`src/rtl/vga_dec.sv`:
```
// vga_dec: decodes a linear framebuffer address into pixel coordinates.
//   posx = eff mod WIDTH, posy = eff / WIDTH (low 9 bits)
// Computed with a 16-iteration restoring divider, one quotient bit per cycle,
// with valid/ready handshakes on both sides.
//
// Ports:
//   clk        system clock, rising edge
//   rst        synchronous active-high reset
//   eff        linear address to decode (16 bits)
//   in_valid   eff is valid this cycle
//   in_ready   block is idle and can accept an address
//   posx       decoded x coordinate (remainder)
//   posy       decoded y coordinate (quotient, low 9 bits)
//   err        address lies outside the WIDTH*HEIGHT frame
//   out_valid  posx/posy/err are valid
//   out_ready  consumer accepts the result
//
// Build option: ADDR_DEC_RANGE_CHECK_EN
//   defined   -> err flags eff >= WIDTH*HEIGHT, registered with posx/posy
//   undefined -> err is tied 0, no compare logic exists
//
// State table:
//   state   | meaning
//   ST_IDLE | in_ready=1, waiting for an address
//   ST_CALC | 16 divider iterations, inputs ignored
//   ST_DONE | out_valid=1, result held until out_ready

module vga_dec #(
  parameter int WIDTH  = 200,
  parameter int HEIGHT = 150
) (
  input  logic        clk,
  input  logic        rst,
  input  logic [15:0] eff,
  input  logic        in_valid,
  output logic        in_ready,
  output logic [8:0]  posx,
  output logic [8:0]  posy,
  output logic        err,
  output logic        out_valid,
  input  logic        out_ready
);

  localparam logic [1:0] ST_IDLE = 2'd0;
  localparam logic [1:0] ST_CALC = 2'd1;
  localparam logic [1:0] ST_DONE = 2'd2;

  localparam logic [9:0] WIDTH_C = 10'(WIDTH);

  logic [1:0]  state_q, state_d;
  logic [3:0]  cnt_q, cnt_d;
  // Dividend and quotient share one shift register: dividend bits leave at
  // the top while quotient bits enter at the bottom. After 16 shifts it holds
  // the full 16-bit quotient.
  logic [15:0] dq_q, dq_d;
  // The remainder is always < WIDTH <= 511, so 9 stored bits suffice; the
  // 10th bit only exists transiently in rem_shift.
  logic [8:0]  rem_q, rem_d;
  logic [8:0]  posx_q, posx_d;
  logic [8:0]  posy_q, posy_d;

  logic [9:0]  rem_shift;
  logic        q_bit;
  logic [9:0]  rem_next;
  logic [15:0] quot_next;
  logic        last_iter;

  always_comb begin
    rem_shift = {rem_q, dq_q[15]};
    q_bit     = (rem_shift >= WIDTH_C);
    rem_next  = q_bit ? (rem_shift - WIDTH_C) : rem_shift;
    quot_next = {dq_q[14:0], q_bit};
    last_iter = (state_q == ST_CALC) && (cnt_q == 4'd15);
  end

  always_comb begin
    state_d = state_q;
    cnt_d   = cnt_q;
    dq_d    = dq_q;
    rem_d   = rem_q;
    posx_d  = posx_q;
    posy_d  = posy_q;
    case (state_q)
      ST_IDLE: begin
        if (in_valid) begin
          dq_d    = eff;
          rem_d   = '0;
          cnt_d   = '0;
          state_d = ST_CALC;
        end
      end
      ST_CALC: begin
        dq_d  = quot_next;
        rem_d = rem_next[8:0];
        cnt_d = cnt_q + 4'd1;
        if (last_iter) begin
          posx_d  = rem_next[8:0];
          posy_d  = quot_next[8:0];
          state_d = ST_DONE;
        end
      end
      ST_DONE: begin
        if (out_ready) state_d = ST_IDLE;
      end
      default: state_d = ST_IDLE;
    endcase
  end

  always_ff @(posedge clk) begin
    if (rst) begin
      state_q <= ST_IDLE;
      cnt_q   <= '0;
      dq_q    <= '0;
      rem_q   <= '0;
      posx_q  <= '0;
      posy_q  <= '0;
    end else begin
      state_q <= state_d;
      cnt_q   <= cnt_d;
      dq_q    <= dq_d;
      rem_q   <= rem_d;
      posx_q  <= posx_d;
      posy_q  <= posy_d;
    end
  end

`ifdef ADDR_DEC_RANGE_CHECK_EN
  localparam logic [16:0] FRAME_C = 17'(WIDTH * HEIGHT);

  // The dividend register is consumed by the shifts, so the out-of-frame
  // decision is taken at accept time and carried until the result is stored.
  logic range_q, range_d;
  logic err_q, err_d;

  always_comb begin
    range_d = range_q;
    err_d   = err_q;
    if (state_q == ST_IDLE && in_valid) range_d = ({1'b0, eff} >= FRAME_C);
    if (last_iter) err_d = range_q;
  end

  always_ff @(posedge clk) begin
    if (rst) begin
      range_q <= 1'b0;
      err_q   <= 1'b0;
    end else begin
      range_q <= range_d;
      err_q   <= err_d;
    end
  end

  assign err = err_q;
`else
  assign err = 1'b0;
`endif

  assign in_ready  = (state_q == ST_IDLE);
  assign out_valid = (state_q == ST_DONE);
  assign posx      = posx_q;
  assign posy      = posy_q;

endmodule

```
`config.mk`:
```
export PLATFORM = sky130hd
export DESIGN_NAME = vga_dec
export DESIGN_NICKNAME = d
export VERILOG_FILES = /design/src/rtl/vga_dec.sv
export SDC_FILE = /design/constraint.sdc
export NUM_CORES = 1
export LEC_CHECK = 0
export ABC_AREA = 1
export CORE_MARGIN = 2
export CORE_UTILIZATION = 51
export CTS_CLUSTER_DIAMETER = 30
export CTS_CLUSTER_SIZE = 16
export DETAILED_ROUTE_END_ITERATION = 7
export PLACE_DENSITY = 0.84
export SYNTH_ARGS = -nofsm -noshare
export SYNTH_HDL_FRONTEND = slang
export SYNTH_SLANG_ARGS = --single-unit
export TNS_END_PERCENT = 50
```
`constraint.sdc`:
```
create_clock -name clk -period 1.5 [get_ports clk]
set_input_delay 0.225 -clock clk [delete_from_list [all_inputs] [get_ports clk]]
set_output_delay 0.225 -clock clk [all_outputs]
set_load 0.1 [all_outputs]
```
== Word level (Yosys, flattened, before mapping) ==
Index checks and enable logic that the tools add are counted.
Operators by class
  shift operators: 0
  add/subtract/negate cells: 2
  bitwise gates (word level): 0
  muxes and demuxes: 11
  div/mod/pow operators: 0
  eq/ne operators: 6
  multipliers: 0
  reductions and logical operators: 6
  magnitude comparators: 1
Operators with widths (number)
  $pmux 16 s2: 1
  $mux 9: 2
  $pmux 9 s2: 1
  $mux 16: 1
  $ge 10x8->1 const B: 1
  $sub 9x8->9 const B: 1
  $pmux 4 s2: 1
  $mux 2: 3
  $pmux 2 s3: 1
  $add 4x1->4 const B: 1
  $eq 4x4->1 const B: 1
  $mux 4: 1
  $ne 2x2->1 const B: 2
  $reduce_and 2->1: 2
  $reduce_and 3->1: 1
  $eq 2x1->1 const B: 1
  $eq 2x2->1 const B: 1
  $logic_not 2->1: 1
  $ne 2x1->1 const B: 1
  $reduce_bool 2->1: 1
  $logic_and 1x1->1: 1
Word-level totals
  logic and storage cells: 32
  RAM bits: 0
  input port bits: 20
  latch bits: 0
  memory bits (read-only): 0
  output and inout port bits: 21
  memories: 0
  register bits after elaboration: 49

== Logic depth before layout (Yosys ltp) ==
  depth in word-level cells: 4
  mapped depth: 10
  mapped depth without buffers: 10

== Least setup slack after synthesis ==
No wires, ideal clock.
  kind: reg-to-reg
  from: register state_q[1]
  to: register state_q[1]
  stages on the path, launching flop included: 5
  arrival: 2075 ps
  data required time: 1428 ps
  period minus slack after synthesis: 2146 ps
  setup slack: -646 ps
  library setup time: 72 ps
  path buffers: 0
  cells stage by stage: dfxtp_1 -> inv_2 -> nor2_1 -> nand2_1 -> a21oi_1
On the way
  elaborated cells between the ends (all ways): 9
  those cells by class: 5 x eq/ne; 1 x mux; 3 x reduce/logical
RTL lines
  start, declared: line 50  | logic [1:0] state_q, state_d;
  start signal, assigned: line 118  | state_q <= state_d;
  $eq 2x2->1 *
  named net out_valid: line 40  | output logic out_valid,
  $ne 2x1->1 (no line)
  $reduce_and 3->1 (no line)
The timed path passes the listed nets; every way through them passes the cells marked *.
A chain may end at the register's enable or synchronous reset.

== Worst setup path after layout ==
  from: register state_q[0]
  to: register posy_q[1] (netlist: posy[1])
On the way
  longest elaborated chain between the ends: 3
RTL lines
  $eq 2x1->1 *: line 73, 83
  $logic_and 1x1->1: line 73  | last_iter = (state_q == ST_CALC) && (cnt_q == 4'd15);
  $reduce_and 2->1 (no line) *
  end signal, assigned: line 123  | posy_q <= posy_d;
  end, declared: line 60  | logic [8:0] posy_q, posy_d;
Every way passes the cells marked *; elsewhere a longest branch is shown, timed or not.

==> metrics.csv <==
metric,value,unit
status,"finished, final reports clean",
Synth Instances,304,
HP Class,flop to flop,
#FFs+latches synth,49,
crit path time final,1.46,ns
Clock Pin Slew Worst Setup and Hold Paths,0.09,ns
"Req. time, crit path",1.74,ns
max_cap viols,0,
gr ovfl total,0,
WL final,5290,microns
R2R cell count,7,
Hold Path End,cnt_q[1]$_SDFFE_PP0P_,
Layout fillers,287,
Slew Limit Fails,0,
Fin Hold WS,0.478,ns
CTS tree,built,
Worst EP arrival,1.70,ns
io pins,41,
"Power, Total",2640,uW
Core Area,0.00409,sq mm
met3 wire len,225,microns
Synth top area share,44.5,%
Initial Util,53.9,%
"number of standard cells in the layout, taps in and fillers out",398,
TritonRoute pass-1 iters,5,
metal2 WL,2690,microns
Vias,2079,
global-route wire length before repair,8230,microns
CP Capture Type,flop,
n_diodes,0,
Post-synth EDFFs,0,
final setup violation count,0,
Setup WS pre-CTS,-0.102,ns
H-tree levels,2,
post-route met1 wirelength,2220,microns
Post-Syn Area per Cell,7.25,sq um
"FFs w/ async S/R, synth",0,%
routed length per placed instance,13.3,microns
worst hold stages,2,
pwr dens,868,mW/mm^2
Yosys cell types,26,
Reg-to-Reg Start,state_q[0]$_SDFFE_PP0P_,
R2R Setup Slk,0.04,ns
Leak Pwr,0.00128,uW
Synth-to-Final Area Change,38.1,%
largest net degree at the start of global routing,25,
FP Rows,23,
cts bufs inserted,5,
cell with the most instances after synthesis,nand2_1,
Yosys warning count,0,
GRT Total Usage,21.1,%
area of the mapped netlist,0.00220,sq mm
leading area contributor after synthesis,dfxtp_1,
Die X,69.7,microns
critical path peak fanout,9,
Syn Nets,326,
Via density,5.22,
final hold vios,0,
initial antenna violation count,0,
register area share after synthesis,44.5,%
Final Wtd Congestion,0.885,
placed insts,387,
Max clock buf depth,2,
hold_sp,cnt_q[1]$_SDFFE_PP0P_,
reg-to-reg critical path endpoint,posy[1]$_SDFFE_PP0P_,
maximum clock frequency,686,MHz
ratio of cells with drive above 1 in the final layout,17.2,%
die height,69.7,microns
Final HPWL DP,3500,microns
CTS Root Cell,clkbuf_8,
Max IR drop VDD,0.000620,V
Final ANT Viol Nets,0,
vias in the first global route,1838,
DRC violation count after routing,0,
Post-synth top cells,"nand2_1, dfxtp_1, a21oi_1",
worst setup margin,0.0426,ns
Worst Skew,0.00691,ns
IO Port Bufs,39,
worst setup path category,flop to flop,
post-route clock period utilization,97.2,%
Multi-input gate area,0.00102,sq mm
CTS sink count,49,
"top cells by area, synth","dfxtp_1, nand2_1, a21oi_1, inv_1, nor2_8",
"Net count, final",369,
worst-skew pair later-pin latency,0.31,ns
startpoint types,flop,
die area,0.00486,sq mm
"Top FF cell, synth",dfxtp_1,
initial drt markers,133,
top sig layer,met4,
register area,988,sq um
how the worst max path moves through the flow:
stage / startpoint / to / slack [ns] / depth (start not counted)
after floorplan: state_q[1]$_SDFFE_PP0P_ / state_q[1]$_SDFFE_PP0P_ / -0.17 / 4
after global routing: rem_q[2]$_SDFFE_PP0P_ / posx[3]$_SDFFE_PP0P_ / -0.03 / 8
after detailed placement: in_valid / dq_q[1]$_SDFFE_PP0P_ / -0.10 / 9
final: state_q[0]$_SDFFE_PP0P_ / posy[1]$_SDFFE_PP0P_ / 0.04 / 7
after CTS: cnt_q[0]$_SDFFE_PP0P_ / posx[6]$_SDFFE_PP0P_ / 0.02 / 8
after global placement: in_valid / dq_q[12]$_SDFFE_PP0P_ / -0.05 / 9
flip-flops by register name (all words and copies together), names as in the netlist:
| name | cells |
|---|---|
| posx | 9 |
| state_q | 2 |
| dq_q | 16 |
| posy | 9 |
| rem_q | 9 |
| cnt_q | 4 |
power breakdown:
group / leakage, uW / switching [uW] / internal (uW)
Clock: 0.0000554 / 443 / 501
Sequential: 0.000400 / 29.7 / 1340
Combinational: 0.000824 / 181 / 148
timing repair:
action,4_1_cts,5_1_grt
pin swaps,0,2
cloned,0,1
hold buffers,0,0
hold endpoints to repair,0,0
setup buffers,0,2
setup endpoints to repair,2,19
gates resized for setup,2,9
metrics by stage:
| stage | cell area, sq um | setup TNS (ns) | util (%) |
|---|---|---|---|
| 2_1_floorplan | 2210 | -0.250 | - |
| 3_3_place_gp | 2850 | -0.241 | 69.8 |
| 3_5_place_dp | 2850 | -0.844 | 69.8 |
| 4_1_cts | 2970 | 0 | 72.7 |
| 5_1_grt | 3040 | -0.0348 | 74.5 |
| 6_report | 3040 | 0 | 74.5 |
critical path, stage by stage, from the launching register on:
cell and delay [ns]:
dfxtp_4 0.37, inv_2 0.06, nor2_8 0.19, inv_2 0.07, nor2_4 0.25, clkbuf_16 0.21
nand2_1 0.07, a21oi_1 0.16
final cells by class:
type                    instances  area share [%]
well taps                      50            2.06
inverters                      29            3.66
clock inverters                 2            1.27
flip-flops and latches         49            32.5
multi-input cells             211            33.6
repair buffers                 51            24.6
clock buffers                   6            2.38
cells in the final DEF, fill, tap and decap left out, types with 2 or more instances in the layout:
| cell type | n |
|---|---|
| a21oi_1 | 29 |
| a22oi_1 | 7 |
| a31oi_1 | 7 |
| buf_12 | 24 |
| buf_4 | 7 |
| clkbuf_8 | 5 |
| clkdlybuf4s50_1 | 19 |
| dfxtp_1 | 45 |
| dfxtp_2 | 3 |
| inv_1 | 25 |
| inv_2 | 3 |
| nand2_1 | 121 |
| nand2_2 | 2 |
| nand3_1 | 7 |
| nand3_2 | 2 |
| nor2_1 | 13 |
| nor2_2 | 2 |
| nor2_8 | 3 |
| o21ai_0 | 6 |
| o21ai_1 | 2 |
layer usage:
metal / track usage (%) / vias up
li1: - / 1042
met1: 25.4 / 959
met2: 35.0 / 63
met3: 4.07 / 15
met4: 11.8 / 0
met5: 0 / -
cells by family after synthesis:
kind of cell / share of synthesized area [%]
fa+ha+maj: 1.14
flops: 44.5
xor+xnor: 0.398
compound gates: 13.7
other cells: 0.170
buf+inv: 10.1
simple gates: 30.0
Power figures use the tool's default switching activity.
